## config.mk

```make
export PLATFORM = sky130hd
export DESIGN_NAME = degamma_lut_ctrl
export DESIGN_NICKNAME = d
export VERILOG_FILES = /design/src/rtl/degamma_lut_ctrl_pkg.sv /design/src/rtl/level_to_pulse.sv /design/src/rtl/degamma_lut_ctrl.sv
export SDC_FILE = /design/constraint.sdc
export NUM_CORES = 1
export LEC_CHECK = 0
export CAP_MARGIN = 25
export CORE_UTILIZATION = 42
export CTS_CLUSTER_SIZE = 10
export DETAILED_ROUTE_END_ITERATION = 8
export GPL_ROUTABILITY_DRIVEN = 0
export MAX_ROUTING_LAYER = met4
export PLACE_DENSITY = 0.75
export SLEW_MARGIN = 20
export SYNTH_ARGS = -nofsm -noshare
export SYNTH_HDL_FRONTEND = slang
export SYNTH_SLANG_ARGS = --single-unit
```

## constraint.sdc

```tcl
create_clock -name clk -period 1.6 [get_ports clk]
set_input_delay 0.32 -clock clk [delete_from_list [all_inputs] [get_ports clk]]
set_output_delay 0.32 -clock clk [all_outputs]
set_load 0.05 [all_outputs]
```

## src/rtl/degamma_lut_ctrl_pkg.sv

```systemverilog
// -----------------------------------------------------------------------------
// degamma_lut_ctrl_pkg
// Shared constants and types for the degamma LUT load/bank-swap controller.
//   DEG_DW       : LUT entry data width
//   TBL_DW       : per-table (A = even entries, B = odd entries) address width
//   LUT_ENTRIES  : entries per full table load; entry k covers input code 2k
//   lut_state_e  : controller FSM state encoding
// -----------------------------------------------------------------------------
package degamma_lut_ctrl_pkg;

  localparam int DEG_DW      = 12;
  localparam int TBL_DW      = 7;
  localparam int LUT_ENTRIES = 129;

  typedef enum logic [1:0] {
    ST_IDLE = 2'd0,
    ST_LOAD = 2'd1,
    ST_FULL = 2'd2,
    ST_PEND = 2'd3
  } lut_state_e;

endpackage : degamma_lut_ctrl_pkg

```

## src/rtl/level_to_pulse.sv

```systemverilog
// -----------------------------------------------------------------------------
// level_to_pulse
// Rising-edge detector for a level signal already in the clk domain.
//   clk   : clock
//   rstn  : asynchronous active-low reset (history cleared to 0)
//   level : input level
//   pulse : 1 while level=1 and the registered previous level=0
// -----------------------------------------------------------------------------
module level_to_pulse (
  input  logic clk,
  input  logic rstn,
  input  logic level,
  output logic pulse
);

  logic level_d_r;

  // One-cycle history of the level input.
  always_ff @(posedge clk or negedge rstn) begin
    if (!rstn) begin
      level_d_r <= 1'b0;
    end else begin
      level_d_r <= level;
    end
  end

  // Same-cycle edge so consumers can act on the edge cycle itself.
  assign pulse = level & ~level_d_r;

endmodule : level_to_pulse

```

## src/rtl/degamma_lut_ctrl.sv

```systemverilog
// -----------------------------------------------------------------------------
// degamma_lut_ctrl
// Loads a double-buffered degamma LUT from a host write stream and swaps the
// active bank on the frame sync after a commit.
//   clk, rstn            : clock, asynchronous active-low reset
//   vsync_in             : frame sync level
//   reg_degamma_en       : register-level enable, applied at frame start
//   load_start, commit   : one-cycle host control pulses
//   wr_valid/wr_ready/wr_data : host entry-write handshake
//   mem_we_a/mem_we_b    : shadow bank write enables (A = even, B = odd entries)
//   mem_adr, mem_wdata   : shadow bank write address / data
//   mem_wbank            : bank being written (always ~active_bank)
//   active_bank          : bank read by the pixel path
//   degamma_en_eff       : frame-aligned datapath enable
//   busy, swap_done, load_err : status
// -----------------------------------------------------------------------------
module degamma_lut_ctrl #(
  parameter int DEG_DW      = degamma_lut_ctrl_pkg::DEG_DW,
  parameter int TBL_DW      = degamma_lut_ctrl_pkg::TBL_DW,
  parameter int LUT_ENTRIES = degamma_lut_ctrl_pkg::LUT_ENTRIES
) (
  input  logic              clk,
  input  logic              rstn,
  input  logic              vsync_in,
  input  logic              reg_degamma_en,
  input  logic              load_start,
  input  logic              wr_valid,
  output logic              wr_ready,
  input  logic [DEG_DW-1:0] wr_data,
  input  logic              commit,
  output logic              mem_we_a,
  output logic              mem_we_b,
  output logic [TBL_DW-1:0] mem_adr,
  output logic [DEG_DW-1:0] mem_wdata,
  output logic              mem_wbank,
  output logic              active_bank,
  output logic              degamma_en_eff,
  output logic              busy,
  output logic              swap_done,
  output logic              load_err
);

  import degamma_lut_ctrl_pkg::*;

  localparam int IDX_W = (LUT_ENTRIES > 1) ? $clog2(LUT_ENTRIES) : 1;
  localparam logic [IDX_W-1:0] LAST_IDX = IDX_W'(LUT_ENTRIES - 1);

  lut_state_e       state_r, state_nxt_s;
  logic [IDX_W-1:0] idx_r, idx_nxt_s;
  logic             err_nxt_s;
  logic             swap_s;
  logic             vsync_rise_s;
  logic             wr_fire_s;

  level_to_pulse u_vsync_edge (
    .clk   (clk),
    .rstn  (rstn),
    .level (vsync_in),
    .pulse (vsync_rise_s)
  );

  // wr_ready is a registered copy of (state == LOAD), so this is the handshake.
  assign wr_fire_s = wr_valid & wr_ready;

  // Next-state, entry index, sticky error and swap request.
  always_comb begin
    state_nxt_s = state_r;
    idx_nxt_s   = idx_r;
    err_nxt_s   = load_err;
    swap_s      = 1'b0;
    case (state_r)
      ST_IDLE: begin
        if (load_start) begin
          state_nxt_s = ST_LOAD;
          idx_nxt_s   = {IDX_W{1'b0}};
          err_nxt_s   = 1'b0;
        end else begin
          state_nxt_s = ST_IDLE;
        end
      end
      ST_LOAD: begin
        // A commit on a partial table aborts the load without swapping.
        if (commit) begin
          state_nxt_s = ST_IDLE;
          err_nxt_s   = 1'b1;
        end else if (wr_fire_s) begin
          idx_nxt_s = idx_r + IDX_W'(1);
          if (idx_r == LAST_IDX) begin
            state_nxt_s = ST_FULL;
          end else begin
            state_nxt_s = ST_LOAD;
          end
        end else begin
          state_nxt_s = ST_LOAD;
        end
      end
      ST_FULL: begin
        if (load_start) begin
          state_nxt_s = ST_LOAD;
          idx_nxt_s   = {IDX_W{1'b0}};
        end else if (commit) begin
          // A vsync edge on the commit cycle is not seen here, so the swap
          // lands on the following edge.
          state_nxt_s = ST_PEND;
        end else begin
          state_nxt_s = ST_FULL;
        end
      end
      ST_PEND: begin
        if (vsync_rise_s) begin
          state_nxt_s = ST_IDLE;
          swap_s      = 1'b1;
        end else begin
          state_nxt_s = ST_PEND;
        end
      end
      default: begin
        state_nxt_s = ST_IDLE;
        idx_nxt_s   = {IDX_W{1'b0}};
      end
    endcase
  end

  // FSM state, entry index and the status flags derived from next state.
  always_ff @(posedge clk or negedge rstn) begin
    if (!rstn) begin
      state_r  <= ST_IDLE;
      idx_r    <= {IDX_W{1'b0}};
      load_err <= 1'b0;
      wr_ready <= 1'b0;
      busy     <= 1'b0;
    end else begin
      state_r  <= state_nxt_s;
      idx_r    <= idx_nxt_s;
      load_err <= err_nxt_s;
      wr_ready <= (state_nxt_s == ST_LOAD);
      busy     <= (state_nxt_s != ST_IDLE);
    end
  end

  // Shadow-bank write port: one cycle behind the handshake, even/odd split.
  always_ff @(posedge clk or negedge rstn) begin
    if (!rstn) begin
      mem_we_a  <= 1'b0;
      mem_we_b  <= 1'b0;
      mem_adr   <= {TBL_DW{1'b0}};
      mem_wdata <= {DEG_DW{1'b0}};
    end else begin
      mem_we_a <= wr_fire_s & ~idx_r[0];
      mem_we_b <= wr_fire_s &  idx_r[0];
      if (wr_fire_s) begin
        mem_adr   <= TBL_DW'(idx_r >> 1);
        mem_wdata <= wr_data;
      end else begin
        mem_adr   <= mem_adr;
        mem_wdata <= mem_wdata;
      end
    end
  end

  // Frame-aligned bank swap and enable update.
  always_ff @(posedge clk or negedge rstn) begin
    if (!rstn) begin
      active_bank    <= 1'b0;
      swap_done      <= 1'b0;
      degamma_en_eff <= 1'b0;
    end else begin
      swap_done <= swap_s;
      if (swap_s) begin
        active_bank <= ~active_bank;
      end else begin
        active_bank <= active_bank;
      end
      if (vsync_rise_s) begin
        degamma_en_eff <= reg_degamma_en;
      end else begin
        degamma_en_eff <= degamma_en_eff;
      end
    end
  end

  assign mem_wbank = ~active_bank;

endmodule : degamma_lut_ctrl

```

# --- Word-level counts from Yosys, hierarchy flattened ---
# Cells that the tools add are included.
word_totals:
  output_inout_bits: 28
  inputBits: 19
  reg_bits: 38
  elab_cells: 55
classes:
  eq_ne: 10
  reduce_logical: 7
  add_sub_neg: 1
  bitwise: 7
  n_mux: 17
op_table:
  columns: ["op", "count"]
  rows:
  - ["8-bit two-way mux", 3]
  - ["8-bit one-hot mux with 2 select lines", 1]
  - ["2-bit two-way mux", 5]
  - ["8-bit by 1-bit adder with 8-bit output, second input constant", 1]
  - ["8-bit equality test, second input constant", 1]
  - ["2-bit != test, second input constant", 4]
  - ["2-bit one-hot mux with 4 select lines", 1]
  - ["1-bit two-way mux", 6]
  - ["2-bit nonzero test", 3]
  - ["1-bit AND", 4]
  - ["2-bit by 1-bit equality test with 1-bit output, second input constant", 2]
  - ["2-bit equality test, second input constant", 2]
  - ["4-bit AND reduction", 1]
  - ["1-bit NOT", 3]
  - ["3-bit AND reduction", 1]
  - ["2-bit logical NOT", 1]
  - ["2-bit by 1-bit != test with 1-bit output, second input constant", 1]
  - ["1-bit one-hot mux with 2 select lines", 1]
  - ["2-bit OR reduction", 1]

# --- Logic depth before layout (Yosys ltp) ---
# Gate-level depths: netlist (run 1).
depth:
  ltp_word: 6
  ltp_mapped: 6
  depth_no_buf: 5

# --- Hierarchy ---
# From an unflattened synthesis (run 1), not the netlist that was laid out.
unflattened:
  hier_cells: 132
  hier_area_um2: 1632.8
modules_own_cells:
  columns: ["module", "area_each_um2", "instances", "cells_per_inst"]
  rows:
  - ["degamma_lut_ctrl", 1594.0, 1, 130]
  - ["level_to_pulse", 38.8, 1, 2]

# --- Worst setup path after synthesis (run 1) ---
# OpenSTA, ideal clock, no wires.
synth_timing:
  path_type: "register -> register"
  from: "register wr_ready"
  to: "register mem_adr[1]"
  path_stages_with_launch: 4
  path_buffers: 1
  setup_time_ns: 0.125
  slack_ns: -0.117
  t_arrival_ns: 1.592
  synth_period_minus_slack_ns: 1.717
  path_cell_list: "dfrtp_1 > nand2_1 > clkbuf_1 > mux2_2"
synth_via:
  elab_chain_cells: 1
synth_lines:
  columns: ["item", "line_no", "source"]
  rows:
  - ["start: declaration", "degamma_lut_ctrl.sv:28", "output logic wr_ready,"]
  - ["start signal: assignment", "degamma_lut_ctrl.sv:136", "wr_ready <= (state_nxt_s == ST_LOAD);"]
  - ["1-bit AND", "degamma_lut_ctrl.sv:63", "assign wr_fire_s = wr_valid & wr_ready;"]
  - ["end signal: assignment", "degamma_lut_ctrl.sv:146", "mem_adr <= {TBL_DW{1'b0}};"]
  - ["end signal: assignment", "degamma_lut_ctrl.sv:152", "mem_adr <= TBL_DW'(idx_r >> 1);"]
  - ["end signal: assignment", "degamma_lut_ctrl.sv:155", "mem_adr <= mem_adr;"]
  - ["end: declaration", "degamma_lut_ctrl.sv:33", "output logic [TBL_DW-1:0] mem_adr,"]
# Every way passes these cells.
# A chain may end at the register's enable or synchronous reset.

# --- Worst setup path after layout (run 1) ---
layout_timing:
  from: "register idx_r[2]"
  to: "register idx_r[5]"
layout_via:
  elab_chain_cells: 4
layout_lines:
  columns: ["item", "line_no", "source"]
  rows:
  - ["start: declaration", "degamma_lut_ctrl.sv:49", "logic [IDX_W-1:0] idx_r, idx_nxt_s;"]
  - ["start signal: assignment", "degamma_lut_ctrl.sv:128", "idx_r <= {IDX_W{1'b0}};"]
  - ["start signal: assignment", "degamma_lut_ctrl.sv:134", "idx_r <= idx_nxt_s;"]
  - ["8-bit by 1-bit adder with 8-bit output", "degamma_lut_ctrl.sv:87", "idx_nxt_s = idx_r + IDX_W'(1);"]
  - ["8-bit two-way mux", "degamma_lut_ctrl.sv:86", "end else if (wr_fire_s) begin"]
  - ["8-bit two-way mux", "degamma_lut_ctrl.sv:83", "if (commit) begin"]
  - ["8-bit one-hot mux with 2 select lines", "degamma_lut_ctrl.sv:71", "case (state_r)"]
# Every way passes these cells. The select of a mux whose other input is x is not followed.

==> results of run 1 <==
==> worst max path at each step <==
stage | endpoint | slack [ns] | cells after the start
floorplan | idx_r[5] | -0.01 | 3
global placement | idx_r[6] | -0.32 | 4
detailed placement | idx_r[6] | -0.37 | 4
CTS | idx_r[4] | 0.0007 | 4
global route | idx_r[5] | -0.009 | 3
finish | idx_r[5] | 0.05 | 3
==> metrics by stage <==
step                hold slack (ns)  instances  setup TNS [ns]  worst slack [ns]
finish                       0.4949        248               0           0.05110
global route                 0.5171        248       -0.009344         -0.009344
CTS                          0.5007        248               0         0.0006640
detailed placement           0.2827        238          -3.134           -0.3695
global placement             0.2710        238          -2.047           -0.3186
floorplan                   0.02441        135        -0.02561          -0.01280
==> flip-flops by register name, indices dropped and copies added (netlist names) <==
signal and count:
mem_adr 7, state_r 2, degamma_en_eff 1, mem_wdata 12, u_vsync_edge.level_d_r 1, swap_done 1
busy 1, wr_ready 1, load_err 1, active_bank 1, mem_we_a 1, idx_r 8
mem_we_b 1
==> layout by cell type, fill, tap and decap left out, drive strengths merged, types with 2 or more instances in the layout <==
| cell type | instances |
|---|---|
| buf | 45 |
| dfrtp | 38 |
| mux2 | 19 |
| clkdlybuf4s50 | 15 |
| a21oi | 8 |
| nand2 | 7 |
| clkbuf | 7 |
| nand3 | 6 |
| inv | 5 |
| o21ai | 4 |
| nor2 | 4 |
| or4 | 4 |
| o31ai | 4 |
| and2 | 3 |
| nor3b | 2 |
| nand2b | 2 |
| nor2b | 2 |
| nor3 | 2 |
| nand4 | 2 |
| ha | 2 |
| dlymetal6s2s | 2 |
==> power breakdown <==
part	leakage, nW	internal, W	switching (W)
sequential	0.481	0.00110	0.0000891
combinational	0.599	0.000431	0.000654
clock	0.0482	0.000347	0.000310
total	1.13	0.00188	0.00105
==> worst max-delay path: stages, from the launching register on <==
cell     delay, ns
dfrtp_1       0.47
nand4_1       0.28
or4_4         0.59
a21oi_2       0.14
==> per-layer routing <==
| layer | global-route usage (%) | vias to the layer above | part of all wire [%] | wire length, um |
|---|---|---|---|---|
| met2 | 30.26 | 54 | 48 | 1746 |
| li1 | - | 613 | - | - |
| met3 | 5.986 | 7 | 7.0 | 253 |
| met5 | - | - | 0 | 0 |
| met4 | 6.389 | 0 | 1.8 | 65 |
| met1 | 23.77 | 623 | 43 | 1555 |
==> cell type report <==
type	count	area share, %
Sequential cell	38	39.70
Multi-Input combinational cell	86	28.38
Timing Repair Buffer	63	24.83
Clock buffer	7	3.599
Tap cell	48	2.504
Inverter	5	0.7825
Clock inverter	1	0.2087
==> repair_timing <==
action | 4_1_cts | 5_1_grt
setup endpoints to repair | 5 | 5
hold buffers | 1 | 0
pin swaps | 3 | 6
buffers inserted | 1 | 0
endpoints found under the hold margin | 18 | 0
resized for setup | 4 | 9
==> kinds of logic (layout without fill, tap and decap cells) <==
family	count (synthesis)	after routing	share of synthesized area [%]
AO/OA/AOI/OAI	23	23	9.133
adder cells (fa/ha/maj)	2	2	1.522
multiplexers	20	20	13.62
buffers and inverters	11	76	3.044
XOR/XNOR	1	1	0.5328
AND/OR/NAND/NOR	40	40	14.31
flip-flops	38	38	57.84
==> results.ini, run 1 <==
[status]
status = finished clean

[global_route]
grt_util_all_layers_pct = 19.31
grt_pass1_vias = 1296
antenna_found_initial = 0
grt_max_degree = 21
grt-ovfl-total = 0
grt_pass1_wl_um = 6030

[critical_path]
rrSetupSlack_ns = 0.05
rr_endpoint = idx_r[5]
critical_path_class = reg -> reg
path_max_fanout = 7
critPathArrivalTime_ns = 1.77
critPathLaunch = idx_r[2]
cp-end-kind = flip-flop
required_ns = 1.82
r2r_cells = 3
r2r_start = idx_r[2]
start_kind = flip-flop

[synthesis]
ys_seq_area_share_pct = 57.84
synth_area_sq_mm = 0.001644
synth_cell_types = 35
avgSynthCellArea_sq_um = 12.18
synth_edf_count = 0
synthFlopType = dfrtp_1
syn_inst = 135
yosys-top-cells-count = 38 x dfrtp_1, 19 x mux2_2, 8 x a21oi_1
synthTopCellsByArea = dfrtp_1 58%, mux2_2 13%, a21oi_1 2.4%, nand3_1 1.8%, o31ai_1 1.8%
yosysMostFrequentCell = dfrtp_1
synth-seq-cells = 38
yosysTopAreaCell = dfrtp_1
async_flop_share_pct = 100.0
synth_top_area_share_pct = 57.84
ys_warn_count = 0
synth_fp_nets = 156

[clock_tree]
clkSinkCount = 38
insertion_delay_ns = 0.29
cts_tree = done
cts_max_path_buffers = 2
cts-root-buf = clkbuf_8
path_clk_slew_ns = 0.07
htreeDepth = 2
cts_buffers = 5

[layout]
utilization_pct = 64.55
layout-drive-gt1-share_pct = 42.00
n_antenna_cell = 0
multi_input_area_sq_um = 680.7
nets = 220
area_growth_pct = 45.89
postLayoutCellArea_sq_mm = 0.002399
regArea_sq_um = 952.2
fill_cells = 285

[timing]
finalSetupViolations = 0
fin_skew_ns = 0.007374
max_freq_mhz = 645.6
timing.final.max_slew_violations = 0
tightest_slew_ns = 0.4421
fin_crit_ns = 1.549
hold_violations = 0
final.period_utilization_pct = 96.81
slew_headroom_pct = 70.42

[power]
power-per-cell-area_mw_per_mm2 = 1221
vdd_drop_max_mv = 0.4859
finalPower_w = 0.002929
leakagePower_nw = 1.128

[place]
dpl.hpwl_um = 2701
io_buffers = 46
detailed_place.area_sq_mm = 0.002248

[hold_path]
hold_class = reg -> reg
min_path_cells = 1
hold_path.startpoint = idx_r[0]
min_to = mem_we_a

[detailed_routing]
drc = 0
drt-pass1-iter-count = 4
vias_per_cell = 5.230
routed_wl_um = 3620
via_count = 1297
wl_per_cell_um = 14.60
first_iter_violations = 31
drtAntennaViolNets = 0

[floorplan]
rows = 22
die_w_um = 64.57
core_sq_mm = 0.003716
die-area_sq_mm = 0.004169
fp.dieH_um = 64.57
start_util_pct = 44.24
ioPinCount = 47

[job]
cap_viol_max_count = 0

(Power assumes the default switching activity.)
==> run 2, diff against run 1 <==
--- a/config.mk
+++ b/config.mk
@@ -5,13 +5,14 @@
 export SDC_FILE = /design/constraint.sdc
 export NUM_CORES = 1
 export LEC_CHECK = 0
-export CAP_MARGIN = 25
+export CAP_MARGIN = 15
 export CORE_UTILIZATION = 42
 export CTS_CLUSTER_SIZE = 10
 export DETAILED_ROUTE_END_ITERATION = 8
 export GPL_ROUTABILITY_DRIVEN = 0
 export MAX_ROUTING_LAYER = met4
 export PLACE_DENSITY = 0.75
+export SKIP_CTS_REPAIR_TIMING = 1
 export SLEW_MARGIN = 20
 export SYNTH_ARGS = -nofsm -noshare
 export SYNTH_HDL_FRONTEND = slang
==> results.ini, run 2 (synthesized netlist as in run 1, its figures left out) <==
[timing]
fin_crit_ns = 1.588  ; +0.03902 ns
max_freq_mhz = 629.8  ; -2.5%
timing.final.max_slew_violations = 0  ; unchanged
final.period_utilization_pct = 99.25  ; +2.4 points
hold_violations = 0  ; unchanged
setup_ws_ns = 0.01207  ; -0.03902 ns
rsz0062_at_grt = yes
fin_skew_ns = 0.007900  ; +0.0005259 ns
slew_headroom_pct = 69.87  ; -0.55 points
finalSetupViolations = 0  ; unchanged
tightest_slew_ns = 0.4503  ; +0.008239 ns

[critical_path]
cpPeakStageDelay_ns = 0.56  ; -0.03 ns
critical_path_class = in -> reg
cp-end-kind = flip-flop
critical_path.top_delay_family = simple AND/OR/NAND/NOR gates
start_kind = primary input
required_ns = 1.82  ; about the same
crit_chain = clkdlybuf4s50_1 -> nand4_1 -> or4_4 -> a21oi_2
crit_slowest_cell = or4_4
path_max_fanout = 5  ; -2
path_buf_inv = 1  ; +1
critPathArrivalTime_ns = 1.81  ; +0.04 ns

[power]
power-per-cell-area_mw_per_mm2 = 1219  ; -0.19%
leakagePower_nw = 1.127  ; -0.12%
vdd_drop_max_mv = 0.4897  ; +0.78%

[clock_tree]
cts_buffers = 5  ; unchanged
path_clk_slew_ns = 0.07  ; about the same
cts-root-buf = clkbuf_8
htreeDepth = 2  ; unchanged
cts_max_path_buffers = 2  ; unchanged
clkSinkCount = 38  ; unchanged
insertion_delay_ns = 0.29  ; about the same
cts_tree = done

[detailed_routing]
first_iter_violations = 28  ; -9.7%
routed_wl_um = 3714  ; +2.6%
via_count = 1295  ; -0.15%
drt-pass1-iter-count = 4  ; unchanged
drc = 0  ; unchanged
drtAntennaViolNets = 0  ; unchanged
wl_per_cell_um = 14.92  ; +2.2%
vias_per_cell = 5.201  ; -0.56%

[place]
detailed_place.area_sq_mm = 0.002248  ; unchanged
io_buffers = 46  ; unchanged
dpl.hpwl_um = 2701  ; unchanged
place_ws_ns = -0.3695  ; unchanged

[status]
status = finished clean

[global_route]
grt_max_degree = 21  ; unchanged
antenna_found_initial = 0  ; unchanged
grt_pass1_wl_um = 6016  ; -0.23%
grt_pass1_vias = 1289  ; -0.54%
grt-ovfl-total = 0  ; unchanged
grt_util_all_layers_pct = 19.31  ; unchanged

[floorplan]
start_util_pct = 44.24  ; unchanged
fp.dieH_um = 64.57  ; unchanged
die-area_sq_mm = 0.004169  ; unchanged
ioPinCount = 47  ; unchanged
die_w_um = 64.57  ; unchanged
core_sq_mm = 0.003716  ; unchanged
rows = 22  ; unchanged

[layout]
area_growth_pct = 46.42
n_antenna_cell = 0  ; unchanged
postLayoutCellArea_sq_mm = 0.002407  ; +0.37%
fill_cells = 285  ; unchanged
reg.largest.list = mem_wdata x12, idx_r x8, mem_adr x7
mostFrequentLayoutCells = 38 x dfrtp_1, 38 x buf_4, 19 x mux2_2, 16 x clkdlybuf4s50_1
largest_register_ffs = 12  ; unchanged
regMostFlops = mem_wdata
nets = 221  ; +0.45%
utilization_pct = 64.78  ; +0.24 points
layout-drive-gt1-share_pct = 41.29  ; -0.71 points

[job]
cap_viol_max_count = 0  ; unchanged

[hold_path]
hold_class = in -> async

## run 2: path summary, 6_finish.rpt
path / startpoint / to / slack (ns) / cells past startpoint
worst min register to register: idx_r[0] / mem_we_a / 0.50 / 1
worst max-delay path: wr_valid / idx_r[6] / 0.01 / 4
worst min-delay path: rstn / mem_wdata[10] / 0.50 / 2
max in group asynchronous: rstn / degamma_en_eff / 0.57 / 3
worst max register to register: state_r[1] / idx_r[4] / 0.02 / 3
min in group clk: idx_r[0] / mem_we_a / 0.50 / 1
## run 2: where the power goes
| part | switching [W] | internal, W | total, W |
|---|---|---|---|
| registers | 0.0000906 | 0.00110 | 0.00119 |
| logic | 0.000656 | 0.000432 | 0.00109 |
| clock network | 0.000313 | 0.000347 | 0.000660 |
| total | 0.00106 | 0.00188 | 0.00293 |
## run 2: metal layers
layer  global-route usage, %  routed length (um)
met5                       -                   0
met4                   6.389                  66
met3                   5.986                 238
met2                   30.26                1806
met1                   23.77                1602
## run 2: area by class of cell
type                       instances  area (sq um)  share of cell area [%]
sequential                        38         950.9                   39.50
multi-input combinational         87         693.2                   28.79
clock inverter                     1         5.005                  0.2079
clock buffer                       7         86.33                   3.586
tap                               48         60.06                   2.495
inverter                           5         18.77                  0.7796
timing repair buffer              63         593.1                   24.64
## run 2: metrics by stage
| step | power (W) | setup TNS [ns] | cells | hold slack [ns] |
|---|---|---|---|---|
| 2_1_floorplan | 0.001844 | -0.02561 | 135 | 0.02441 |
| 3_5_place_dp | 0.002286 | -3.134 | 238 | 0.2827 |
| 6_report | 0.002935 | 0 | 249 | 0.4952 |
| 4_1_cts | 0.002949 | -0.1699 | 246 | -0.02913 |
| 3_3_place_gp | 0.002261 | -2.047 | 238 | 0.2710 |
| 5_1_grt | 0.003092 | -0.02840 | 249 | 0.5171 |
